### config.mk
export PLATFORM = sky130hd
export DESIGN_NAME = mmio_memory
export DESIGN_NICKNAME = d
export VERILOG_FILES = /design/src/rtl/mmio_pkg.sv /design/src/rtl/mmio_rx_fifo.sv /design/src/rtl/mmio_memory.sv
export SDC_FILE = /design/constraint.sdc
export NUM_CORES = 2
export LEC_CHECK = 0
export CORE_MARGIN = 5
export CORE_UTILIZATION = 55
export CTS_BUF_LIST = sky130_fd_sc_hd__clkbuf_4
export DETAILED_ROUTE_END_ITERATION = 16
export GPL_TIMING_DRIVEN = 1
export PLACE_DENSITY = 0.69
export SLEW_MARGIN = 10
export SYNTH_ARGS = -nofsm -noshare
export SYNTH_HDL_FRONTEND = slang
export SYNTH_SLANG_ARGS = --single-unit
### constraint.sdc
create_clock -name clk -period 4.8 [get_ports clk]
set_clock_uncertainty 0.2 [all_clocks]
set_input_delay 0.72 -clock clk [delete_from_list [all_inputs] [get_ports clk]]
set_output_delay 0.72 -clock clk [all_outputs]
set_load 0.005 [all_outputs]
### src/rtl/mmio_pkg.sv
// Shared memory-map constants and RX status bit positions for the MMIO memory.
// Pure constants: no logic, no latency, no flow control.
package mmio_pkg;
    localparam int OUT_TOP   = 127;
    localparam int IN_TOP    = 125;
    localparam int UART_DATA = 122;
    localparam int UART_STAT = 121;

    localparam int ST_NOT_EMPTY = 0;
    localparam int ST_FULL      = 1;
    localparam int ST_OVF       = 2;
    localparam int ST_CNT_LSB   = 8;
endpackage

### src/rtl/mmio_rx_fifo.sv
// UART RX byte FIFO: head visible combinationally, push/pop take effect at posedge.
// A push into a full FIFO with no pop that cycle is dropped and sets the sticky overflow.
module mmio_rx_fifo #(
    parameter int DEPTH = 4
) (
    input  logic                     clk,
    input  logic                     rst,
    input  logic                     push,
    input  logic [7:0]               push_dat,
    input  logic                     pop,
    input  logic                     clr_ovf,
    output logic [7:0]               head,
    output logic [$clog2(DEPTH):0]  count,
    output logic                     full,
    output logic                     empty,
    output logic                     overflow
);
    localparam int PW = $clog2(DEPTH);
    localparam int CW = PW + 1;

    logic [7:0]    store [DEPTH];
    logic [PW-1:0] rd_ptr;
    logic [PW-1:0] wr_ptr;
    logic          do_pop;
    logic          do_push;

    assign empty   = (count == '0);
    assign full    = (count == CW'(DEPTH));
    assign head    = store[rd_ptr];
    // A pop frees the slot the same cycle, so a full FIFO still accepts a push alongside it.
    assign do_pop  = pop && !empty;
    assign do_push = push && (!full || do_pop);

    always_ff @(posedge clk) begin
        if (rst) begin
            rd_ptr   <= '0;
            wr_ptr   <= '0;
            count    <= '0;
            overflow <= 1'b0;
        end else begin
            if (do_pop)
                rd_ptr <= rd_ptr + PW'(1);
            if (do_push)
                wr_ptr <= wr_ptr + PW'(1);
            case ({do_push, do_pop})
                2'b10:   count <= count + CW'(1);
                2'b01:   count <= count - CW'(1);
                default: count <= count;
            endcase
            if (push && !do_push)
                overflow <= 1'b1;
            else if (clr_ovf)
                overflow <= 1'b0;
        end
    end

    always_ff @(posedge clk) begin
        if (do_push && !rst)
            store[wr_ptr] <= push_dat;
    end
endmodule

### src/rtl/mmio_memory.sv
// Unified instruction/data RAM with an MMIO window (output/input ports, UART RX FIFO); reads are combinational, writes land at posedge.
// RX bytes arriving while the FIFO is full are dropped; MMIO_WRITE_PROTECT_EN blocks writes at or below PROT_LIMIT.
module mmio_memory
    import mmio_pkg::*;
#(
    parameter int WORD_SIZE      = 16,
    parameter int MEMORY_SIZE    = 128,
    parameter int NUM_OUT        = 2,
    parameter int NUM_IN         = 1,
    parameter int OUT_TOP_ADDR   = OUT_TOP,
    parameter int IN_TOP_ADDR    = IN_TOP,
    parameter int UART_DATA_ADDR = UART_DATA,
    parameter int UART_STAT_ADDR = UART_STAT,
    parameter int FIFO_DEPTH     = 4,
    parameter int PROT_LIMIT     = 32
) (
    input  logic                          clk,
    input  logic                          rst,
    input  logic [WORD_SIZE-1:0]          addr,
    input  logic [WORD_SIZE-1:0]          data_in,
    input  logic                          write,
    input  logic                          read,
    output logic [WORD_SIZE-1:0]          data_out,
    output logic [NUM_OUT*WORD_SIZE-1:0]  out_ports,
    input  logic [NUM_IN*WORD_SIZE-1:0]   in_ports,
    input  logic [7:0]                    in_uart,
    input  logic                          uart_new_data,
    output logic                          prot_fault
);
    localparam int AW = $clog2(MEMORY_SIZE);
    localparam int CW = $clog2(FIFO_DEPTH) + 1;

    logic [WORD_SIZE-1:0] mem    [MEMORY_SIZE];
    logic [WORD_SIZE-1:0] out_q  [NUM_OUT];
    logic [WORD_SIZE-1:0] in_q   [NUM_IN];
    logic                 uart_prev;
    logic                 in_range, is_data, is_stat, io_hit;
    logic                 prot_block, wr_ok;
    logic [7:0]           fifo_head;
    logic [CW-1:0]        fifo_count;
    logic                 fifo_full, fifo_empty, fifo_ovf;
    logic [WORD_SIZE-1:0] status;

    assign in_range = (addr < WORD_SIZE'(MEMORY_SIZE));
    assign is_data  = (addr == WORD_SIZE'(UART_DATA_ADDR));
    assign is_stat  = (addr == WORD_SIZE'(UART_STAT_ADDR));
    assign wr_ok    = write && !rst && in_range && !prot_block;

`ifdef MMIO_WRITE_PROTECT_EN
    assign prot_block = (addr <= WORD_SIZE'(PROT_LIMIT));

    always_ff @(posedge clk) begin
        if (rst)
            prot_fault <= 1'b0;
        else if (write && prot_block)
            prot_fault <= 1'b1;
    end
`else
    logic unused_prot_limit;
    assign unused_prot_limit = (addr <= WORD_SIZE'(PROT_LIMIT));
    assign prot_block        = 1'b0;
    assign prot_fault        = 1'b0;
`endif

    always_comb begin
        status                       = '0;
        status[ST_NOT_EMPTY]         = !fifo_empty;
        status[ST_FULL]              = fifo_full;
        status[ST_OVF]               = fifo_ovf;
        status[ST_CNT_LSB +: CW]     = fifo_count;
    end

    // Read mux; io_hit also keeps mapped addresses out of the RAM write path.
    always_comb begin
        io_hit   = is_data || is_stat;
        data_out = '0;
        if (in_range)
            data_out = mem[addr[AW-1:0]];
        for (int i = 0; i < NUM_OUT; i++) begin
            if (addr == WORD_SIZE'(OUT_TOP_ADDR - i)) begin
                io_hit   = 1'b1;
                data_out = out_q[i];
            end
        end
        for (int i = 0; i < NUM_IN; i++) begin
            if (addr == WORD_SIZE'(IN_TOP_ADDR - i)) begin
                io_hit   = 1'b1;
                data_out = in_q[i];
            end
        end
        if (is_stat)
            data_out = status;
        if (is_data)
            data_out = fifo_empty ? '0 : WORD_SIZE'(fifo_head);
    end

    // RAM is never reset so the program image survives rst.
    always_ff @(posedge clk) begin
        if (wr_ok && !io_hit)
            mem[addr[AW-1:0]] <= data_in;
    end

    always_ff @(posedge clk) begin
        if (rst) begin
            for (int i = 0; i < NUM_OUT; i++)
                out_q[i] <= '0;
            for (int i = 0; i < NUM_IN; i++)
                in_q[i] <= '0;
        end else begin
            for (int i = 0; i < NUM_OUT; i++) begin
                if (wr_ok && addr == WORD_SIZE'(OUT_TOP_ADDR - i))
                    out_q[i] <= data_in;
            end
            for (int i = 0; i < NUM_IN; i++)
                in_q[i] <= in_ports[i*WORD_SIZE +: WORD_SIZE];
        end
        uart_prev <= uart_new_data;
    end

    for (genvar g = 0; g < NUM_OUT; g++) begin : g_out
        assign out_ports[g*WORD_SIZE +: WORD_SIZE] = out_q[g];
    end

    mmio_rx_fifo #(
        .DEPTH (FIFO_DEPTH)
    ) u_rx_fifo (
        .clk      (clk),
        .rst      (rst),
        .push     (uart_new_data && !uart_prev),
        .push_dat (in_uart),
        .pop      (read && is_data),
        .clr_ovf  (wr_ok && is_stat),
        .head     (fifo_head),
        .count    (fifo_count),
        .full     (fifo_full),
        .empty    (fifo_empty),
        .overflow (fifo_ovf)
    );
endmodule

; ---- Yosys cells after proc, flatten, opt, wreduce, memory -nomap -nowiden
; Memory sizes are Yosys's and may differ from the RTL's. A register that Yosys moved wholly into a read port is not among the register bits.
; Cells that the tools add are included.
[op_classes]
addsub = 4
n_lt_le_gt_ge = 1
n_eq_ne = 8
muxes = 32
n_bitwise = 2
n_reduce_logical = 24
[ops]
columns = op, count
row1 = $mux 16, 9
row2 = $eq 16x7->1 const B, 5
row3 = $mux 1, 19
row4 = $lt 16x8->1 const B, 1
row5 = $reduce_or 16->1, 1
row6 = $logic_and 1x1->1, 12
row7 = $mux 8, 1
row8 = $logic_not 1->1, 6
row9 = $pmux 3 s2, 1
row10 = $add 2x1->2 const B, 2
row11 = $mux 2, 2
row12 = $reduce_bool 2->1, 2
row13 = $add 3x1->3 const B, 1
row14 = $eq 3x3->1 const B, 1
row15 = $logic_not 3->1, 1
row16 = $sub 3x1->3 const B, 1
row17 = $eq 2x1->1 const B, 1
row18 = $eq 2x2->1 const B, 1
row19 = $logic_or 1x1->1, 2
row20 = $or 1x1->1, 2
[totals]
reg_bits = 9
ramBits = 2128
inputBits = 61
wordCells = 80
n_memories = 4
[memory_table]
columns = name, depth, word_bits, rd, rd_clocked_by_memory_dff, write_ports, line_no
row1 = mem, 128, 16, 1, 0, 1, mmio_memory.sv:33  ; logic [WORD_SIZE-1:0] mem [MEMORY_SIZE];
row2 = out_q, 2, 16, 2, 0, 2, mmio_memory.sv:34  ; logic [WORD_SIZE-1:0] out_q [NUM_OUT];
row3 = u_rx_fifo.store, 4, 8, 1, 1, 1, mmio_rx_fifo.sv:21  ; logic [7:0] store [DEPTH];
row4 = in_q, 1, 16, 1, 0, 1, mmio_memory.sv:35  ; logic [WORD_SIZE-1:0] in_q [NUM_IN];

; ---- Depth between registers and ports, before layout
[depth]
depth_word = 9
depth_mapped = 14

; ---- Hierarchy
; Synthesis repeated with hierarchy kept, for this count alone.
[unflattened]
cells_unflattened = 4372
hier_area_um2 = 83023.4
[by_module_without_submodules]
columns = module, instances, cells_per_inst, area_each_um2
row1 = mmio_memory, 1, 4259, 81195.4
row2 = mmio_rx_fifo, 1, 113, 1828.0

; ---- Least setup slack after synthesis
; No wires, ideal clock.
[synth_timing]
path_type = in2reg
start = input port addr[0]
end = register u_rx_fifo.count[2]
setup_time_ns = 0.071
arrival_ns = 3.391
required_time_ns = 4.529
path_slack_ns = 1.139
cell_stages = 14
n_path_buf = 4
cell_sequence = buf_6 buf_8 nor3b_4 buf_4 buf_4 nand2_1 nor2_1 and2_1 ha_1 inv_1 fa_1 xor2_1 or3_1 a21oi_1
[synth_via]
elab_chain_cells = 7
elab_cells_between_ends = 9
cone_classes = eq/ne (3) / mux (1) / reduce/logical (5)
[synth_lines]
columns = element, line_no
row1 = start: declaration, mmio_memory.sv:19  ; input logic [WORD_SIZE-1:0] addr,
row2 = $eq 16x7->1 *, mmio_memory.sv:45  ; assign is_data = (addr == WORD_SIZE'(UART_DATA_ADDR));
row3 = $logic_and 1x1->1 *, mmio_memory.sv:131  ; .pop (read && is_data),
row4 = $logic_and 1x1->1 *, mmio_rx_fifo.sv:31  ; assign do_pop = pop && !empty;
row5 = named net u_rx_fifo.do_pop, mmio_rx_fifo.sv:24  ; logic do_pop;
row6 = $logic_or 1x1->1, mmio_rx_fifo.sv:32  ; assign do_push = push && (!full || do_pop);
row7 = $logic_and 1x1->1, mmio_rx_fifo.sv:32
row8 = $eq 2x1->1 or $eq 2x2->1 (tied branches), mmio_rx_fifo.sv:45  ; case ({do_push, do_pop})
row9 = $pmux 3 s2 or $reduce_bool 2->1 (tied branches), -
row10 = end signal: assignment, mmio_rx_fifo.sv:46  ; 2'b10: count <= count + CW'(1);
row11 = end signal: assignment, mmio_rx_fifo.sv:47  ; 2'b01: count <= count - CW'(1);
row12 = end signal: assignment, mmio_rx_fifo.sv:48  ; default: count <= count;
row13 = end: declaration, mmio_rx_fifo.sv:13  ; output logic [$clog2(DEPTH):0] count,
; The timed path passes the listed nets; every way through them passes the cells marked *.
; A chain may end at the register's enable or synchronous reset.

; ---- Worst setup path in the final report
[layout_timing]
start = memory mem[102][10]
end = output port data_out[10]
[layout_via]
elab_chain_cells = 7
[layout_lines]
columns = element, line_no
row1 = start: declaration, mmio_memory.sv:33
row2 = $mem_v2 128x16, -
row3 = $mux 16, mmio_memory.sv:77  ; if (in_range)
row4 = $mux 16 (2 in series), mmio_memory.sv:80  ; if (addr == WORD_SIZE'(OUT_TOP_ADDR - i)) begin
row5 = $mux 16, mmio_memory.sv:86  ; if (addr == WORD_SIZE'(IN_TOP_ADDR - i)) begin
row6 = $mux 16, mmio_memory.sv:91  ; if (is_stat)
row7 = $mux 16, mmio_memory.sv:93  ; if (is_data)
row8 = end: declaration, mmio_memory.sv:23  ; output logic [WORD_SIZE-1:0] data_out,
; Every way passes these cells.

==> metrics.md <==
| Metric | Value |
|---|---|
| Status | `finished with violations` |
| Failing checks | `setup timing` |
| Slew HR | `17.2%` |
| Post-synthesis sequential area ratio | `slightly below 80%` |
| Ys flop type | `edfxtp_1` |
| First-pass GRT wire length | `367000 µm` |
| VDD IR max | `0.290 mV` |
| Pleak | `33.8 nW` |
| Nets | `around 5700` |
| Area contributors post-synth | `edfxtp_1 76%, mux4_2 7.2%, mux2i_1 2.3%, a221oi_1 1.2%, mux2_2 1.2%` |
| DP HPWL | `between 150000 and 200000 µm` |
| Core area | `between 150000 and 200000 µm²` |
| Critical path arrival | `3.90 ns` |
| Number of synthesized register bits | `2139` |
| Number of distinct library cells after synthesis | `80` |
| Share of the synthesized area in the top cell type | `76.2%` |
| Largest net degree at the start of global routing | `88` |
| Fill count | `10100` |
| Top post-synthesis cells by count | `2112 x edfxtp_1, 267 x mux4_2, 261 x nor2_1, 221 x nand2_1, 187 x mux2i_1` |
| Crit path capture | `data_out[10]` |
| Async set-or-reset flop fraction in the synthesized netlist | `0%` |
| Multi-input logic area | `18600 µm²` |
| H-tree levels | `6` |
| Top-count cell post-synth | `edfxtp_1` |
| CP Max Fanout | `1` |
| Synthesized area | `83200 µm²` |
| Post-route DRC | `0` |
| Die area | `between 150000 and 200000 µm²` |
| Clock Tree Root | `clkbuf_4` |
| Setup Crit Path Kind | `flop to output port` |
| Hold Crit Start | `write` |
| Routed Antenna Nets | `0` |
| CP Launch Type | `flop` |
| Setup crit start | `mem[102][10]` |
| Worst-skew pair later-pin latency | `1.28 ns` |
| RSZ-0062 raised after global routing | `true` |
| Power Dens Cells | `between 300 and 400 nW/µm²` |
| CTS max path bufs | `4` |
| Share of cells above drive strength 1 | `34.3%` |
| Final setup vio count | `3` |
| R2r setup slk | `2.01 ns` |
| WHS | `0.175 ns` |
| Max-slew violation count | `0` |
| Area growth from synthesis to layout | `19.6%` |
| Port buffer count | `108` |
| Drt initial violations | `7889` |
| Via count | `51600` |
| Hold Fails Final Rpt | `0` |
| CP Data Required Time | `3.88 ns` |
| Final Critical Period | `about 4.8 ns` |
| Post-DP Area | `92000 µm²` |
| TritonCTS clock tree | `built` |
| Final Cycle Share | `100%` |
| Cell taking the most area after synthesis | `edfxtp_1` |
| Max cap viols | `0` |
| R2R depth | `11` |
| Reg2Reg Launch Point | `u_rx_fifo.count[0]` |
| # clock sinks | `~2100` |
| Yosys warns | `0` |
| Via/cell ratio | `6.43` |
| Die H | `around 400 µm` |
| Row count | `142` |
| Total GRT Usage | `about a third` |
| Seq. cell area | `64000 µm²` |
| Wire per inst | `32.2 µm` |
| GR Overflow Total | `0` |
| Die Width | `399 µm` |
| Top Ports | `110` |
| Post-synth EDFFs | `around 2100` |
| Pre-CTS setup slack | `-0.714 ns` |
| Final Instance Area | `99500 µm²` |
| Vias in the first global route | `51600` |
| Initial antenna violation count | `9` |
| FF-to-FF End | `u_rx_fifo.count[2]` |
| Max Clk Rate | `207 MHz` |
| CTS clk-pin slew, worst paths | `0.07 ns` |
| Least-Margin Pin Slew | `1.24 ns` |
| Mapped Cells | `4428` |
| Initial core utilization | `55.4%` |
| Drt total wl | `between 200000 and 300000 µm` |
| Drt first pass iters | `6` |
| HP Class | `input pin to flop` |
| GP Congestion | `0.969` |
| CP Capture Type | `output port` |
| Final WS setup | `-0.0214 ns` |
| Avg Cell Area, Syn | `18.8 µm²` |
| CTS Buf Count | `550` |
-- worst min path at each step --
stage | end | slack [ns] | cells after the start
final | u_rx_fifo.overflow | 0.17 | 4
after global routing | u_rx_fifo.overflow | 0.06 | 4
after CTS | u_rx_fifo.overflow | 0.03 | 4
after detailed placement | u_rx_fifo.overflow | 0.30 | 2
after global placement | u_rx_fifo.wr_ptr[1] | 0.28 | 2
after floorplan | u_rx_fifo.overflow | 0.27 | 2
-- worst max-delay path, cell delays in order (launching register included) --
cell	delay, ns
edfxtp_1	0.38
mux2_4	0.28
a221o_1	0.33
a222oi_1	0.56
buf_4	0.25
o22ai_4	0.08
nor4_2	0.24
a31oi_1	0.18
a2bb2oi_2	0.19
buf_2	0.14
-- cell type report --
cell class	instances	area share (%)
flip-flops and latches	2139	64.3
multi-input cells	2076	18.7
repair buffers	879	7.93
clock buffers	769	5.80
well taps	2016	2.54
clock inverters	118	0.594
inverters	12	0.0516
diodes	11	0.0277
-- routing by layer --
layer | GRT usage, % | vias to the layer above | share of wire (%)
met5 | 0 | - | 0.0066
met2 | 47.5 | 4247 | 44
met3 | 10.4 | 754 | 14
li1 | - | 20800 | -
met4 | 17.6 | 2 | 5.7
met1 | 44.4 | 25700 | 35
-- flip-flops by register name, summed over array words and instances, names as in the netlist, named ones only --
signal / cells
mem: 2048
in_q: 16
uart_prev: 1
u_rx_fifo.wr_ptr: 2
u_rx_fifo.overflow: 1
out_q: 32
u_rx_fifo.rd_ptr: 2
u_rx_fifo.store: 32
u_rx_fifo.count: 3
-- through the flow --
| step | utilization, % | total power (W) | TNS [ns] | instances |
|---|---|---|---|---|
| final | 66.2 | 0.0380 | -0.0501 | 8020 |
| after global routing | 66.2 | 0.0393 | -0.801 | 8017 |
| after CTS | 66.2 | 0.0381 | -0.293 | 8012 |
| after detailed placement | 61.3 | 0.0235 | -3.64 | 7086 |
| after global placement | 61.3 | 0.0235 | -3.37 | 7086 |
| after floorplan | - | 0.0220 | 0 | 4508 |
-- layout by cell type, fill, tap and decap left out, drive strengths merged, types with 116 or more instances in the layout --
| master | instances |
|---|---|
| mux4 | 267 |
| mux2i | 187 |
| a21oi | 168 |
| buf | 758 |
| a22oi | 116 |
| edfxtp | 2112 |
| a221oi | 118 |
| clkbuf | 772 |
| nor2 | 264 |
| nand2 | 221 |
-- what timing repair did --
action / 4_1_cts / 5_1_grt
endpoints found under the setup margin: 16 / 15
hold buffers: 42 / 0
hold endpoints to repair: 1058 / 0
gates resized for setup: 168 / 37
buffers inserted: 1 / 0
pin swaps: 44 / 35
-- logic make-up after synthesis --
logic type               synth area share (%)
XOR/XNOR                               0.0527
AND/OR/NAND/NOR                          3.41
other                                 0.00451
flip-flops                               76.9
buffers and inverters                    2.07
AO/OA/AOI/OAI                            6.72
adder cells (fa/ha/maj)                0.0993
multiplexers                             10.8
-- report_power, final --
group	leakage (nW)	switching, W	internal (W)
clock network	3.85	0.00705	0.00760
registers	19.3	0.0000312	0.0206
logic	10.7	0.00169	0.00101
Power figures use the tool's default switching activity.
